File: src/rtl/dmem_byte_port_if.sv
// -----------------------------------------------------------------------------
// dmem_byte_port_if
//
// Bundles every signal between the load/store unit, the byte sequencer and the
// byte-wide data SRAM.
//
// Parameters:
//   MEM_AW           SRAM byte-address width (default 16)
//
// Request side (LSU -> port):
//   req_valid, req_we, req_size[1:0], req_addr[31:0],
//   store_data_byte[7:0], store_data_half[15:0], store_data_word[31:0]
// Request side (port -> LSU):
//   req_ready
// Response side (port -> LSU):
//   resp_valid, resp_err, r_data_byte[7:0], r_data_half[15:0], r_data_word[31:0]
// SRAM side (port -> SRAM):
//   mem_addr[MEM_AW-1:0], mem_en, mem_we, mem_wdata[7:0]
// SRAM side (SRAM -> port):
//   mem_rdata[7:0]
//
// Modports:
//   slave   the sequencer's view (dmem_byte_port)
//   master  the environment's view (LSU plus SRAM)
// -----------------------------------------------------------------------------
interface dmem_byte_port_if #(
   parameter int MEM_AW = 16
) ();

   logic              req_valid;
   logic              req_ready;
   logic              req_we;
   logic [1:0]        req_size;
   logic [31:0]       req_addr;
   logic [7:0]        store_data_byte;
   logic [15:0]       store_data_half;
   logic [31:0]       store_data_word;

   logic              resp_valid;
   logic              resp_err;
   logic [7:0]        r_data_byte;
   logic [15:0]       r_data_half;
   logic [31:0]       r_data_word;

   logic [MEM_AW-1:0] mem_addr;
   logic              mem_en;
   logic              mem_we;
   logic [7:0]        mem_wdata;
   logic [7:0]        mem_rdata;

   modport slave (
      input  req_valid, req_we, req_size, req_addr,
             store_data_byte, store_data_half, store_data_word,
             mem_rdata,
      output req_ready, resp_valid, resp_err,
             r_data_byte, r_data_half, r_data_word,
             mem_addr, mem_en, mem_we, mem_wdata
   );

   modport master (
      output req_valid, req_we, req_size, req_addr,
             store_data_byte, store_data_half, store_data_word,
             mem_rdata,
      input  req_ready, resp_valid, resp_err,
             r_data_byte, r_data_half, r_data_word,
             mem_addr, mem_en, mem_we, mem_wdata
   );

endinterface

File: src/rtl/dmem_byte_port.sv
// -----------------------------------------------------------------------------
// dmem_byte_port
//
// Sequencer between the load/store unit and a byte-wide synchronous SRAM.
// Accepts one load or store at a time and splits it into 1, 2 or 4 single-byte
// beats at consecutive (wrapping) SRAM addresses, most significant byte first.
// Load bytes are shifted into a 32-bit register in memory order, so the byte
// at req_addr ends up in the top byte of the selected result width.
//
// Ports:
//   clk   sole clock, rising edge
//   rst   asynchronous, active-high reset; aborts any transaction in flight
//   bus   dmem_byte_port_if.slave (request, response and SRAM signals)
//
// Optional feature (compile-time macro):
//   DMEM_MISALIGN_CHECK_EN  when defined, misaligned half/word requests are
//                           rejected with resp_valid+resp_err one cycle after
//                           accept and never touch the SRAM. When undefined,
//                           resp_err is tied low and misaligned requests run
//                           as ordinary byte beats at the raw addresses.
// -----------------------------------------------------------------------------
module dmem_byte_port #(
   parameter int MEM_AW = 16
) (
   input  logic            clk,
   input  logic            rst,
   dmem_byte_port_if.slave bus
);

   typedef enum logic [1:0] {
      S_IDLE  = 2'd0,
      S_BEAT  = 2'd1,
      S_DRAIN = 2'd2,
      S_RESP  = 2'd3
   } state_e;

   state_e            state_q,     state_d;
   logic [1:0]        beat_q,      beat_d;      // current beat index k
   logic [1:0]        last_q,      last_d;      // index of the final beat (N-1)
   logic              we_q,        we_d;
   logic [31:0]       sdata_q,     sdata_d;     // remaining store bytes, left-aligned
   logic [31:0]       rdata_q,     rdata_d;     // load assembly register
   logic              capture_q,   capture_d;   // mem_rdata holds a load byte this cycle
   logic              mem_en_q,    mem_en_d;
   logic              mem_we_q,    mem_we_d;
   logic [MEM_AW-1:0] mem_addr_q,  mem_addr_d;
   logic [7:0]        mem_wdata_q, mem_wdata_d;

   logic [1:0]        req_last;
   logic [31:0]       req_sdata;
   logic              misalign;

   // Address bits above the SRAM width are intentionally discarded.
   logic              unused_addr_hi;
   assign unused_addr_hi = ^bus.req_addr[31:MEM_AW];

`ifdef DMEM_MISALIGN_CHECK_EN
   logic err_q, err_d;
   assign misalign = ((bus.req_size == 2'd1) && bus.req_addr[0]) ||
                     (bus.req_size[1] && (bus.req_addr[1:0] != 2'b00));
`else
   assign misalign = 1'b0;
`endif

   // Beat count minus one and store data left-aligned so that beat k always
   // takes bits [31:24] of a register shifted left by 8 per beat.
   always_comb begin
      // NOTE: every combinational output gets a default first so no path
      // leaves it unassigned and no latch is inferred.
      req_last  = 2'd3;
      req_sdata = bus.store_data_word;
      case (bus.req_size)
         2'd0: begin
            req_last  = 2'd0;
            req_sdata = {bus.store_data_byte, 24'h000000};
         end
         2'd1: begin
            req_last  = 2'd1;
            req_sdata = {bus.store_data_half, 16'h0000};
         end
         default: ;
      endcase
   end

   always_comb begin
      state_d     = state_q;
      beat_d      = beat_q;
      last_d      = last_q;
      we_d        = we_q;
      sdata_d     = sdata_q;
      rdata_d     = rdata_q;
      capture_d   = mem_en_q & ~mem_we_q;
      mem_en_d    = 1'b0;
      mem_we_d    = 1'b0;
      mem_addr_d  = mem_addr_q;
      mem_wdata_d = 8'h00;
`ifdef DMEM_MISALIGN_CHECK_EN
      err_d       = err_q;
`endif

      // A load byte requested last cycle is on mem_rdata now.
      if (capture_q) begin
         rdata_d = {rdata_q[23:0], bus.mem_rdata};
      end

      case (state_q)
         S_IDLE: begin
            if (bus.req_valid) begin
               we_d   = bus.req_we;
               last_d = req_last;
               beat_d = 2'd0;
`ifdef DMEM_MISALIGN_CHECK_EN
               err_d  = misalign;
`endif
               if (misalign) begin
                  state_d = S_RESP;
               end else begin
                  state_d     = S_BEAT;
                  mem_en_d    = 1'b1;
                  mem_we_d    = bus.req_we;
                  mem_addr_d  = bus.req_addr[MEM_AW-1:0];
                  mem_wdata_d = bus.req_we ? req_sdata[31:24] : 8'h00;
                  sdata_d     = {req_sdata[23:0], 8'h00};
                  if (!bus.req_we) begin
                     rdata_d = 32'h0;
                  end
               end
            end
         end
         S_BEAT: begin
            if (beat_q == last_q) begin
               state_d = we_q ? S_RESP : S_DRAIN;
            end else begin
               // Memory outputs are registered, so the next beat is set up
               // one cycle ahead; the address wraps at the top of the SRAM.
               beat_d      = beat_q + 2'd1;
               mem_en_d    = 1'b1;
               mem_we_d    = we_q;
               mem_addr_d  = mem_addr_q + MEM_AW'(1);
               mem_wdata_d = we_q ? sdata_q[31:24] : 8'h00;
               sdata_d     = {sdata_q[23:0], 8'h00};
            end
         end
         S_DRAIN: state_d = S_RESP;
         S_RESP:  state_d = S_IDLE;
         default: state_d = S_IDLE;
      endcase
   end

   // NOTE: sequential state uses non-blocking assignments so every flop
   // samples its _d value from before the edge.
   always_ff @(posedge clk or posedge rst) begin
      if (rst) begin
         state_q     <= S_IDLE;
         beat_q      <= 2'd0;
         last_q      <= 2'd0;
         we_q        <= 1'b0;
         sdata_q     <= 32'h0;
         rdata_q     <= 32'h0;
         capture_q   <= 1'b0;
         mem_en_q    <= 1'b0;
         mem_we_q    <= 1'b0;
         mem_addr_q  <= '0;
         mem_wdata_q <= 8'h00;
`ifdef DMEM_MISALIGN_CHECK_EN
         err_q       <= 1'b0;
`endif
      end else begin
         state_q     <= state_d;
         beat_q      <= beat_d;
         last_q      <= last_d;
         we_q        <= we_d;
         sdata_q     <= sdata_d;
         rdata_q     <= rdata_d;
         capture_q   <= capture_d;
         mem_en_q    <= mem_en_d;
         mem_we_q    <= mem_we_d;
         mem_addr_q  <= mem_addr_d;
         mem_wdata_q <= mem_wdata_d;
`ifdef DMEM_MISALIGN_CHECK_EN
         err_q       <= err_d;
`endif
      end
   end

   assign bus.req_ready   = (state_q == S_IDLE);
   assign bus.resp_valid  = (state_q == S_RESP);
`ifdef DMEM_MISALIGN_CHECK_EN
   assign bus.resp_err    = (state_q == S_RESP) & err_q;
`else
   assign bus.resp_err    = 1'b0;
`endif
   assign bus.r_data_word = rdata_q;
   assign bus.r_data_half = rdata_q[15:0];
   assign bus.r_data_byte = rdata_q[7:0];
   assign bus.mem_en      = mem_en_q;
   assign bus.mem_we      = mem_we_q;
   assign bus.mem_addr    = mem_addr_q;
   assign bus.mem_wdata   = mem_wdata_q;

endmodule

File: src/flat_wrapper.sv
// flat-port wrapper written by rule: the top's interface ports become plain ports
module dmem_byte_port_flat 
#(
   parameter int MEM_AW = 16
)
  (clk, rst, bus_req_valid, bus_req_we, bus_req_size, bus_req_addr, bus_store_data_byte, bus_store_data_half, bus_store_data_word, bus_mem_rdata, bus_req_ready, bus_resp_valid, bus_resp_err, bus_r_data_byte, bus_r_data_half, bus_r_data_word, bus_mem_addr, bus_mem_en, bus_mem_we, bus_mem_wdata);
  dmem_byte_port_if #(.MEM_AW(MEM_AW)) bus_i ();
  input  logic clk;
  input  logic rst;
  input wire logic [$bits(bus_i.req_valid)-1:0] bus_req_valid;
  input wire logic [$bits(bus_i.req_we)-1:0] bus_req_we;
  input wire logic [$bits(bus_i.req_size)-1:0] bus_req_size;
  input wire logic [$bits(bus_i.req_addr)-1:0] bus_req_addr;
  input wire logic [$bits(bus_i.store_data_byte)-1:0] bus_store_data_byte;
  input wire logic [$bits(bus_i.store_data_half)-1:0] bus_store_data_half;
  input wire logic [$bits(bus_i.store_data_word)-1:0] bus_store_data_word;
  input wire logic [$bits(bus_i.mem_rdata)-1:0] bus_mem_rdata;
  output wire logic [$bits(bus_i.req_ready)-1:0] bus_req_ready;
  output wire logic [$bits(bus_i.resp_valid)-1:0] bus_resp_valid;
  output wire logic [$bits(bus_i.resp_err)-1:0] bus_resp_err;
  output wire logic [$bits(bus_i.r_data_byte)-1:0] bus_r_data_byte;
  output wire logic [$bits(bus_i.r_data_half)-1:0] bus_r_data_half;
  output wire logic [$bits(bus_i.r_data_word)-1:0] bus_r_data_word;
  output wire logic [$bits(bus_i.mem_addr)-1:0] bus_mem_addr;
  output wire logic [$bits(bus_i.mem_en)-1:0] bus_mem_en;
  output wire logic [$bits(bus_i.mem_we)-1:0] bus_mem_we;
  output wire logic [$bits(bus_i.mem_wdata)-1:0] bus_mem_wdata;
  assign bus_i.req_valid = bus_req_valid;
  assign bus_i.req_we = bus_req_we;
  assign bus_i.req_size = bus_req_size;
  assign bus_i.req_addr = bus_req_addr;
  assign bus_i.store_data_byte = bus_store_data_byte;
  assign bus_i.store_data_half = bus_store_data_half;
  assign bus_i.store_data_word = bus_store_data_word;
  assign bus_i.mem_rdata = bus_mem_rdata;
  assign bus_req_ready = bus_i.req_ready;
  assign bus_resp_valid = bus_i.resp_valid;
  assign bus_resp_err = bus_i.resp_err;
  assign bus_r_data_byte = bus_i.r_data_byte;
  assign bus_r_data_half = bus_i.r_data_half;
  assign bus_r_data_word = bus_i.r_data_word;
  assign bus_mem_addr = bus_i.mem_addr;
  assign bus_mem_en = bus_i.mem_en;
  assign bus_mem_we = bus_i.mem_we;
  assign bus_mem_wdata = bus_i.mem_wdata;
  dmem_byte_port #(.MEM_AW(MEM_AW)) u_core (.clk(clk), .rst(rst), .bus(bus_i));
endmodule
File: config.mk
export PLATFORM = sky130hd
export DESIGN_NAME = dmem_byte_port_flat
export DESIGN_NICKNAME = d
export VERILOG_FILES = /design/src/rtl/dmem_byte_port_if.sv /design/src/rtl/dmem_byte_port.sv /design/src/flat_wrapper.sv
export SDC_FILE = /design/constraint.sdc
export NUM_CORES = 1
export LEC_CHECK = 0
export ABC_AREA = 1
export BUFFER_PORTS_ARGS = -buffer_cell sky130_fd_sc_hd__buf_4
export CORE_MARGIN = 5
export CORE_UTILIZATION = 45
export DETAILED_ROUTE_END_ITERATION = 10
export GPL_TIMING_DRIVEN = 1
export PLACE_DENSITY = 0.77
export SYNTH_ARGS = -nofsm -noshare
export SYNTH_HDL_FRONTEND = slang
export SYNTH_SLANG_ARGS = --single-unit
export TNS_END_PERCENT = 50
File: constraint.sdc
create_clock -name clk -period 2.42 [get_ports clk]
set_input_delay 0.121 -clock clk [delete_from_list [all_inputs] [get_ports clk]]
set_output_delay 0.121 -clock clk [all_outputs]
set_load 0.03 [all_outputs]
# == Word-level counts from Yosys, hierarchy flattened ==
# Cells that the tools add are included.
# totals
register_bits,98
output_inout_bits,85
wordCells,59
inputBits,102
# op_classes
n_mux,30
eq_ne,8
n_bitwise,2
addsub,2
reduce_logical,6
# op_table
cell,count
32-bit 2-to-1 mux,6
32-bit case mux with 2 select lines,2
16-bit 2-to-1 mux,2
8-bit 2-to-1 mux,4
16-bit case mux with 2 select lines,1
16-bit by 1-bit adder with 16-bit output (second input constant),1
8-bit case mux with 2 select lines,1
2-bit 2-to-1 mux,4
2-bit case mux with 2 select lines,2
2-bit case mux with 4 select lines,1
1-bit 2-to-1 mux,5
2-bit by 1-bit equality test with 1-bit output (second input constant),2
2-bit equality test (second input constant),2
2-bit logical NOT,2
2-bit != test (second input constant),2
1-bit case mux with 2 select lines,2
2-bit AND reduction,2
3-bit AND reduction,1
2-bit by 1-bit adder with 2-bit output (second input constant),1
2-bit equality test,1
2-bit by 1-bit != test with 1-bit output (second input constant),1
2-bit nonzero test,1
1-bit bitwise AND,1
1-bit inverter,1

# == Depth between registers and ports, before layout ==
# Gate-level depths: netlist of the first run.
# logic_depth
ltp_word,5
depth_mapped,11
depth_no_buf,10

# == Worst setup path before layout of the first run ==
# OpenSTA, ideal clock, no wires.
# synth_path
path_type,register -> register
startpoint,reg u_core.state_q[0]
endpoint,reg u_core.sdata_q[19]
synth_period_minus_slack_ps,1714
path_slack_ps,706
stages_incl_launch_ff,10
path_buffers,2
t_arrival_ps,1589
setup_time_ps,124
cell_sequence,dfrtp_1 -> inv_1 -> ha_1 -> inv_1 -> a21oi_1 -> nand2_2 -> buf_6 -> buf_4 -> nand2_1 -> o21ai_1
# synth_via
elab_chain_len,3
word_cells_on_any_way,7
cone_classes,eq/ne (3); mux (1); reduce/logical (3)
# synth_lines
element,line,rtl
start: declaration,dmem_byte_port.sv:37,"state_e state_q, state_d;"
start signal: assignment,dmem_byte_port.sv:169,state_q <= state_d;
2-bit logical NOT *,-,
net bus_req_ready,flat_wrapper.sv:18,output wire logic [$bits(bus_i.req_ready)-1:0] bus_req_ready;
2-bit != test (no source line) or 2-bit nonzero test (tied branches),-,
3-bit AND reduction (no source line),-,
end signal: assignment,dmem_byte_port.sv:173,sdata_q <= sdata_d;
end: declaration,dmem_byte_port.sv:41,"logic [31:0] sdata_q, sdata_d;"
# The timed path passes the listed nets; every way through them passes the cells marked *.
# A chain may end at the register's enable or synchronous reset.

# == Worst setup path in the final report of the first run ==
# layout_path
startpoint,reg u_core.state_q[0]
endpoint,reg u_core.rdata_q[4] (netlist: u_core.bus.r_data_word[4])
# layout_via
elab_chain_len,2
# layout_lines
element,line,rtl
2-bit logical NOT,dmem_byte_port.sv:106,case (state_q)
32-bit 2-to-1 mux,dmem_byte_port.sv:106,
net u_core.rdata_d[4],dmem_byte_port.sv:42,"logic [31:0] rdata_q, rdata_d;"
end signal: assignment,dmem_byte_port.sv:174,rdata_q <= rdata_d;
end: declaration,dmem_byte_port.sv:42,
# The timed path passes the listed nets, and every way through them passes these cells.

==> impl_metrics.ini, run 1 <==
[worst_setup_path]
timing.critical_path.fanout_max = 32
critical_path.most_common_cell = inv_1
cpMaxStageDelayCell = inv_1
critPathRequiredTime_ps = 2700
timing_worst_setup_path_type = reg -> reg
critical_path.startpoint_type = flip-flop
setup.worst_path.end_class = flip-flop
cp_slowest_stage_delay_ps = 670
worstPathCellList = inv_1, ha_1, nand2_1, nor2_1, inv_1, nand2_1, inv_1
worstPathArrival_ps = 2330

[global_route]
grt_overflow = 0
grtUsageTotal_pct = 18.7
grt_start_max_net_pins = 56
grt_pass1_wl_microns = 19700
grt_pass1_vias = 4270
initial_antenna_violation_count = 0

[layout]
synthToLayoutAreaGrowth_pct = 28.0
filler_cell_count = 962
final_core_util_pct = 58.3
n_diodes = 0
fraction_of_final_layout_cells_with_drive_strength_greater_than_1_pct = 29.9
finish.cell_count_without_fillers = 908
num-nets-final = 869

[cts]
htree_levels = 3
clkSinkCount = 90
tritoncts.num_buffers = 9
tritoncts = yes
clk_path_buf_depth = 2
cts_root_buf = clkbuf_8
post_cts_buffers = 0
ctsResizeCount = 0
path_clk_slew_ps = 90
hold_buffers = 0
clkLatencyLatePin_ps = 350

[logic_synthesis]
post_synth_main_area_contributors = dfrtp_1, nand2_1, inv_1, mux2_2, nand3_1
syn_area_sq_um = 4900
cell_with_the_most_instances_after_synthesis = nand2_1
synth_fp_nets = 731
postSynthAreaPerCell_sq_um = 7.84
synth_flop_cell = dfrtp_1
synth_top_area_share_pct = 46.0
synth-seq-area-share_pct = 46.0
syn-instance-count = 625
asyncSetResetFlopFracSynth_pct = 100
synth.lib_cells_used.distinct = 26
yosys_warnings = 0
synth-edff-count = 0
post_synth_most_frequent_cells = nand2_1, dfrtp_1, inv_1, nand3_1, nor2_1
synth.ff_latch_count = 90
synth_top_area_cell = dfrtp_1

[sta]
period_minus_slack_ps = 2050
layout_worst_path_cycle_share_pct = 84.7
report.final.slew_viol_count = 0
fin_skew_ps = 14.4
slew_headroom_pct = 27.4
whs_ps = 22.1
hold_viol = 0
setup_viol = 0
worst_pin_slew_ps = 1090
timing.setup.tns_ps = 0
fmaxAchievable_mhz = 488
unrepaired_setup_endpoints_after_global_routing = false
setup_slack_ps = 370

[placed_design]
place_inst = 892
dpl.hpwl_microns = 9370
place_worst_setup_slack_ps = 380
place.gp.congestion = 0.869
place.port_buffers = 169

[detailed_routing]
post_drt_via_cell_ratio = 4.84
drtIter0Drc = 219
routed_wire_length_microns = 12300
detailroute.via_count = 4395
route.antenna.remaining_nets = 0
first_pass_iters = 4
remaining_drc_errors = 0
post_drt_wl_per_cell_microns = 13.5

[floorplan]
fp-row-count = 38
initial_core_util_pct = 45.6
die-area_sq_um = 13100
die_height_microns = 114
core_sq_um = 10700
design.portCount = 187
chip_width_microns = 114

[pwr]
p_leak_nw = 3.50
power-per-cell-area_nw_per_um2 = 1350
worst_vdd_rail_ir_drop_mv = 0.714

[run]
max_cap_violations = 0

[hold_path]
hold_path.class = in -> async

[run_status]
status = completed
path summary, 6_finish.rpt:
| kind | cells after the start | slack (ps) | from | end |
|---|---|---|---|---|
| worst max-delay path | 7 | 370 | u_core.state_q[0] | u_core.bus.r_data_word[4] |
| worst min-delay path | 2 | 20 | rst | u_core.bus.r_data_word[0] |
| worst max register to register | 7 | 370 | u_core.state_q[0] | u_core.bus.r_data_word[4] |
| worst min register to register | 1 | 420 | u_core.bus.mem_we | u_core.capture_q |
| max in group asynchronous | 3 | 1640 | rst | u_core.sdata_q[26] |
| min in group clk | 3 | 30 | bus_store_data_word[2] | u_core.sdata_q[10] |
per-stage QoR:
| stage | area (sq um) | power, mW |
|---|---|---|
| finish | 6270 | 8.49 |
| global route | 6270 | 9.14 |
| CTS | 6270 | 8.56 |
| detailed placement | 6060 | 7.52 |
| global placement | 6060 | 7.35 |
| floorplan | 4900 | 6.36 |
placed cells by master, fill, tap and decap left out, drive strengths merged, types with 2 or more instances in the layout:
cell type  instances
nand3             52
clkbuf            11
a22oi              8
or2                5
dfrtp             90
clkinv             3
nand4              2
xnor2              2
buf              178
nor2              39
clkinvlp           2
nand2            214
ha                 4
o21ai             47
mux2              32
inv               74
layout make-up:
| cell class | count | area, sq um | area share (%) |
|---|---|---|---|
| clock buffer | 11 | 151 | 2.42 |
| clock inverter | 5 | 52.6 | 0.839 |
| inverter | 75 | 285 | 4.55 |
| multi-input combinational | 409 | 2010 | 32.1 |
| sequential | 90 | 2250 | 35.9 |
| tap | 140 | 175 | 2.80 |
| timing repair buffer | 178 | 1340 | 21.3 |
cell families after synthesis:
group                    Yosys count  share of synthesized area [%]
AND/OR/NAND/NOR                  312                           25.8
buffers and inverters            126                           12.9
flip-flops                        90                           46.0
AO/OA/AOI/OAI                     57                           6.31
multiplexers                      32                           7.36
adder cells (fa/ha/maj)            4                           1.02
XOR/XNOR                           3                          0.537
other                              1                         0.0766
state kept, by name, indices dropped and copies added (netlist names):
signal and count:
u_core.bus.mem_we 1, u_core.last_q 2, u_core.bus.r_data_word 32, u_core.bus.mem_en 1, u_core.sdata_q 24, u_core.capture_q 1
u_core.bus.mem_addr 16, u_core.beat_q 2, u_core.state_q 2, u_core.we_q 1, u_core.bus.mem_wdata 8
worst max-delay path, delay by kind of cell, from the launching register on:
kind | cells | cell delay (ps)
buffers and inverters | 3 | 830
flip-flops | 1 | 430
adder cells (fa/ha/maj) | 1 | 240
AND/OR/NAND/NOR | 3 | 450
power by group:
group | switching, mW | internal [mW] | leakage [nW]
Sequential | 0.554 | 2.13 | 1.16
Clock | 0.509 | 0.529 | 0.105
Combinational | 3.04 | 1.73 | 2.23
Total | 4.10 | 4.39 | 3.50
routing by layer:
layer	part of all wire (%)	global-route usage [%]	up-vias
li1	-	-	2203
met1	44	24.8	2003
met2	47	31.3	171
met3	7.7	3.17	18
met4	1.6	5.94	0
met5	0	0	-
(Power assumes the default switching activity.)
==> inputs of run 2 (changes only) <==
--- a/config.mk
+++ b/config.mk
@@ -5,10 +5,10 @@
 export SDC_FILE = /design/constraint.sdc
 export NUM_CORES = 1
 export LEC_CHECK = 0
-export ABC_AREA = 1
+export ABC_AREA = 0
 export BUFFER_PORTS_ARGS = -buffer_cell sky130_fd_sc_hd__buf_4
 export CORE_MARGIN = 5
-export CORE_UTILIZATION = 45
+export CORE_UTILIZATION = 44
 export DETAILED_ROUTE_END_ITERATION = 10
 export GPL_TIMING_DRIVEN = 1
 export PLACE_DENSITY = 0.77
==> constraint.sdc (replaced) <==
create_clock -name clk -period 1.8 [get_ports clk]
set_input_delay 0.09 -clock clk [delete_from_list [all_inputs] [get_ports clk]]
set_output_delay 0.09 -clock clk [all_outputs]
set_load 0.03 [all_outputs]
==> impl_metrics.ini, run 2 <==
[detailed_routing]
detailroute.via_count = 4426
routed_wire_length_microns = 13500
first_pass_iters = 5
remaining_drc_errors = 0
post_drt_via_cell_ratio = 5.45
route.antenna.remaining_nets = 0
post_drt_wl_per_cell_microns = 16.6
drtIter0Drc = 405

[sta]
fin_skew_ps = 12.4
whs_ps = 12.3
worst_pin_slew_ps = 579
unrepaired_setup_endpoints_after_global_routing = true
setup_viol = 0
slew_headroom_pct = 61.3
report.final.slew_viol_count = 0
layout_worst_path_cycle_share_pct = 97.4
fmaxAchievable_mhz = 571
hold_viol = 0
period_minus_slack_ps = 1750

[floorplan]
design.portCount = 187
core_sq_um = 10300
die-area_sq_um = 12700
fp-row-count = 37
die_height_microns = 113
chip_width_microns = 113
initial_core_util_pct = 45.0

[logic_synthesis]
cell_with_the_most_instances_after_synthesis = dfrtp_1
syn-instance-count = 474
yosys_warnings = 0
syn_area_sq_um = 4640
synth-seq-area-share_pct = 48.5
synth_top_area_share_pct = 48.5
synth_top_area_cell = dfrtp_1
synth_fp_nets = 580
synth-edff-count = 0
synth_flop_cell = dfrtp_1
synth.lib_cells_used.distinct = 50
postSynthAreaPerCell_sq_um = 9.80
asyncSetResetFlopFracSynth_pct = 100
post_synth_most_frequent_cells = dfrtp_1, nor2_1, mux2i_1, nand2_1, buf_4
post_synth_main_area_contributors = dfrtp_1, mux2i_1, nor2_1, buf_4, nand2_1
synth.ff_latch_count = 90

[global_route]
initial_antenna_violation_count = 0
grt_overflow = 0
grt_pass1_vias = 4409
grtUsageTotal_pct = 21.0
grt_start_max_net_pins = 91
grt_pass1_wl_microns = 21900

[worst_setup_path]
critPathRequiredTime_ps = 2050
reg2regPathDepth = 7
critical_path.startpoint_type = flip-flop
setup.worst_path.end_class = flip-flop
worstPathArrival_ps = 2000
timing_worst_setup_path_type = reg -> reg
timing.critical_path.fanout_max = 8

[layout]
mostFrequentLayoutCells = buf_4, dfrtp_1, nor2_1, nand2_1, mux2i_1
finish.cell_count_without_fillers = 812
filler_cell_count = 766
number_of_flip_flops_under_the_largest_register_name = 32
num-nets-final = 777
n_diodes = 0
final_core_util_pct = 65.4
synthToLayoutAreaGrowth_pct = 45.5
fraction_of_final_layout_cells_with_drive_strength_greater_than_1_pct = 38.5
most_common_library_cell_in_the_layout_ignoring_fill_and_taps = buf_4

[hold_path]
hold_path.class = in -> reg
hold_path_depth = 3

[pwr]
p_total_mw = 12.6
p_leak_nw = 3.23
worst_vdd_rail_ir_drop_mv = 1.01
power-per-cell-area_nw_per_um2 = 1870

[cts]
cts_root_buf = clkbuf_8
tritoncts = yes
clk_path_buf_depth = 2
htree_levels = 3
clkSinkCount = 90
tritoncts.num_buffers = 9
clkLatencyLatePin_ps = 360
path_clk_slew_ps = 100

[run_status]
status = completed

[placed_design]
dpl.hpwl_microns = 9360
place.port_buffers = 169
place.gp.congestion = 0.823
place_inst = 758

[run]
max_cap_violations = 0
[run 2: worst paths after layout]
kind / start / endpoint / slack, ps
max: u_core.last_q[1] / u_core.bus.mem_addr[11] / 50
min reg2reg: u_core.bus.mem_we / u_core.capture_q / 420
min in group asynchronous: rst / u_core.bus.r_data_word[24] / 440
min: bus_req_addr[12] / u_core.bus.mem_addr[12] / 10
max reg2reg: u_core.last_q[1] / u_core.bus.mem_addr[11] / 50
max in group asynchronous: rst / u_core.capture_q / 1000
[run 2: timing repair]
action,in CTS,in global routing
gates cloned,1,0
pin swaps,5,10
hold endpoints to repair,111,2
resized for setup,9,19
buffers inserted,5,8
endpoints found under the setup margin,64,70
hold buffers,22,2
[run 2: cell type report]
class,instances,area (sq um),area share [%]
flip-flops and latches,90,2250,33.4
multi-input cells,322,2180,32.3
repair buffers,242,1940,28.8
well taps,136,170,2.52
clock buffers,10,128,1.89
clock inverters,6,48.8,0.722
inverters,6,28.8,0.426
[run 2: routing by layer]
layer	GRT usage [%]	routed length [microns]
met5	0	0
met3	4.01	1090
met2	37.0	6950
met1	26.5	5340
met4	5.45	128
[run 2: per-stage QoR]
| step | TNS [ps] | area, sq um | setup WS (ps) |
|---|---|---|---|
| CTS | -9.12 | 6590 | -4.79 |
| floorplan | -9460 | 4650 | -253 |
| global placement | -4710 | 6090 | -235 |
| global route | -74.4 | 6760 | -36.0 |
| detailed placement | -8590 | 6090 | -367 |
| finish | 0 | 6760 | 47.5 |
[run 2: kinds of logic after synthesis]
kind of cell / after synthesis / share of synthesized area (%)
other: 1 / 0.0807
and+or+nand+nor: 157 / 14.7
AOI/OAI and AO/OA: 106 / 16.8
DFF: 90 / 48.5
xor gates and xnor gates: 4 / 0.916
adders and majority gates: 4 / 1.08
muxes: 49 / 10.6
buffers and inverters: 63 / 7.35
[run 2: report_power, final]
part | total, mW | switching [mW] | leakage [nW] | internal (mW)
sequential | 3.67 | 0.796 | 1.13 | 2.88
combinational | 7.69 | 4.46 | 2.02 | 3.24
clock | 1.28 | 0.760 | 0.0795 | 0.515
total | 12.6 | 6.01 | 3.23 | 6.63
[run 2: critical path: stages (launching register included)]
cell and delay (ps):
dfrtp_1 430, buf_6 140, xnor2_2 130, buf_6 140, a2111oi_4 350, buf_4 190, mux2i_1 190, a21oi_1 80
==> inputs of run 3 (changes only) <==
--- a/config.mk
+++ b/config.mk
@@ -10,7 +10,7 @@
 export CORE_MARGIN = 5
 export CORE_UTILIZATION = 44
 export DETAILED_ROUTE_END_ITERATION = 10
-export GPL_TIMING_DRIVEN = 1
+export GPL_TIMING_DRIVEN = 0
 export PLACE_DENSITY = 0.77
 export SYNTH_ARGS = -nofsm -noshare
 export SYNTH_HDL_FRONTEND = slang
==> impl_metrics.ini, run 3 (synthesized netlist as in run 2, its figures left out) <==
[run_status]
status = completed

[pwr]
net-switching-power_mw = 6.09
worst_vdd_rail_ir_drop_mv = 1.29
pwr-share-clk_pct = 11.5
p_comb_share_pct = 59.2
power_report.internal_total_mw = 6.82
pwr-share-seq_pct = 29.3
p_leak_nw = 3.31
netSwitchingFraction_pct = 47.2
power-per-cell-area_nw_per_um2 = 1880
p_total_mw = 12.9

[placed_design]
dpl.hpwl_microns = 9930
place.port_buffers = 167
place.gp.congestion = 0.861

[worst_setup_path]
critPathRequiredTime_ps = 2050
critical_path.startpoint_type = flip-flop
reg2regPathDepth = 9
r2r-end = u_core.sdata_q[18]
worst_setup_slack_for_register_to_register_paths_ps = 50
critical_path.reg2reg.startpoint = u_core.state_q[1]
cpMaxStageDelayCell = dfrtp_1
timing_worst_setup_path_type = reg -> reg
setup.worst_path.end_class = flip-flop
worstPathArrival_ps = 2000
worstPathCellList = inv_2, ha_4, buf_6, mux2_4, o31ai_4, buf_12, buf_4, a221oi_1, nor2_1
cp_slowest_stage_delay_ps = 420
timing.critical_path.fanout_max = 8

[layout]
n_diodes = 0
ff_latch_area_sq_um = 2250
num-nets-final = 791
mostFrequentLayoutCells = buf_4, dfrtp_1, nor2_1, mux2i_1, nand2_1
most_common_library_cell_in_the_layout_ignoring_fill_and_taps = buf_4
number_of_flip_flops_under_the_largest_register_name = 32
synthToLayoutAreaGrowth_pct = 47.8
multiInputGateArea_sq_um = 2220
filler_cell_count = 793
fraction_of_final_layout_cells_with_drive_strength_greater_than_1_pct = 40.0

[hold_path]
hold_path_depth = 3
hp-start = bus_store_data_word[8]
hold_path.class = in -> reg
hold-path-endpoint = u_core.sdata_q[16]

[floorplan]
fp-row-count = 37
design.portCount = 187
initial_core_util_pct = 45.0
die-area_sq_um = 12700
core_sq_um = 10300
chip_width_microns = 113
die_height_microns = 113

[run]
max_cap_violations = 0

[cts]
clk_path_buf_depth = 2
cts_root_buf = clkbuf_8
tritoncts = yes
htree_levels = 3
clkSinkCount = 90
path_clk_slew_ps = 110
clkLatencyLatePin_ps = 360
tritoncts.num_buffers = 9

[sta]
setup_viol = 0
report.final.slew_viol_count = 0
slew_headroom_pct = 52.0
fin_skew_ps = 13.8
hold_viol = 0
period_minus_slack_ps = 1750
worst_pin_slew_ps = 720
timing.setup.tns_ps = 0
fmaxAchievable_mhz = 571
layout_worst_path_cycle_share_pct = 97.3
whs_ps = 2.43

[detailed_routing]
remaining_drc_errors = 0
routed_wire_length_microns = 13500
drtIter0Drc = 224
detailroute.via_count = 4404
first_pass_iters = 4
route.antenna.remaining_nets = 0
post_drt_via_cell_ratio = 5.33
post_drt_wl_per_cell_microns = 16.3

[global_route]
grt_pass1_wl_microns = 21500
grtUsageTotal_pct = 20.4
grt_start_max_net_pins = 32
grt_overflow = 0
grt_pass1_vias = 4365
initial_antenna_violation_count = 0
-- run 3: cell count changes in the layout (fill, tap and decap cells not counted), moves of 2 or more --
cell           change
a221oi_1           -2
dlygate4sd3_1      -3
inv_6              +2
buf_1              +5
buf_2              +4
buf_6              -2
clkbuf_4           +4
buf_4              -3
clkinvlp_4         -3
a221oi_2           +2
clkbuf_2           +8
-- run 3: power groups by stage --
stage	sequential, mW	combinational [mW]	clock, mW
floorplan	4.53	3.76	0
global placement	3.68	6.75	0
detailed placement	3.73	6.89	0
CTS	3.70	7.26	1.52
global route	3.92	8.23	1.60
finish	3.78	7.65	1.49
-- run 3: layer usage --
metal / GRT usage [%] / part of all wire, % / wire length (microns)
met1: 26.7 / 41 / 5510
met2: 35.0 / 50 / 6790
met3: 4.01 / 7.4 / 1000
met4: 5.05 / 1.5 / 196
met5: 0 / 0 / 0
-- run 3: repair_timing --
action	CTS	global route
setup endpoints to repair	87	51
pin swaps	1	4
resized for setup	38	28
hold buffers	21	0
setup buffers	3	7
gates cloned	1	2
endpoints found under the hold margin	48	0
-- run 3: final cells by class --
class,instances,share of cell area (%)
Sequential cell,90,32.8
Tap cell,136,2.48
Clock inverter,7,1.35
Timing Repair Buffer,203,23.5
Buffer,54,5.38
Clock buffer,9,1.80
Inverter,6,0.383
Multi-Input combinational cell,321,32.3
-- run 3: stage by stage --
stage          instances  cell area (sq um)  setup WS (ps)  util [%]
2_1_floorplan        474               4650           -253         -
3_3_place_gp         777               6070           -321      58.8
3_5_place_dp         779               6110           -398      59.2
4_1_cts              819               6670          -14.7      64.6
5_1_grt              826               6860          -14.5      66.5
6_report             826               6860           48.4      66.5
-- run 3: worst max path at each step --
stage | from | end | slack, ps | cells past startpoint
after floorplan | u_core.state_q[1] | u_core.sdata_q[19] | -250 | 8
after global placement | u_core.state_q[1] | u_core.bus.r_data_word[2] | -320 | 7
after detailed placement | u_core.state_q[1] | u_core.bus.r_data_word[2] | -400 | 7
after CTS | u_core.state_q[1] | u_core.bus.mem_addr[4] | -10 | 8
after global routing | u_core.bus.mem_addr[0] | u_core.bus.mem_addr[12] | -10 | 5
final | u_core.state_q[1] | u_core.sdata_q[18] | 50 | 9
-- run 3: critical path, delay by kind of cell, from the launching register on --
family                     cells  cell delay (ps)
adders and majority gates      1              150
buffers and inverters          4              530
DFF                            1              420
AOI/OAI and AO/OA              2              290
muxes                          1              190
and+or+nand+nor                1               60
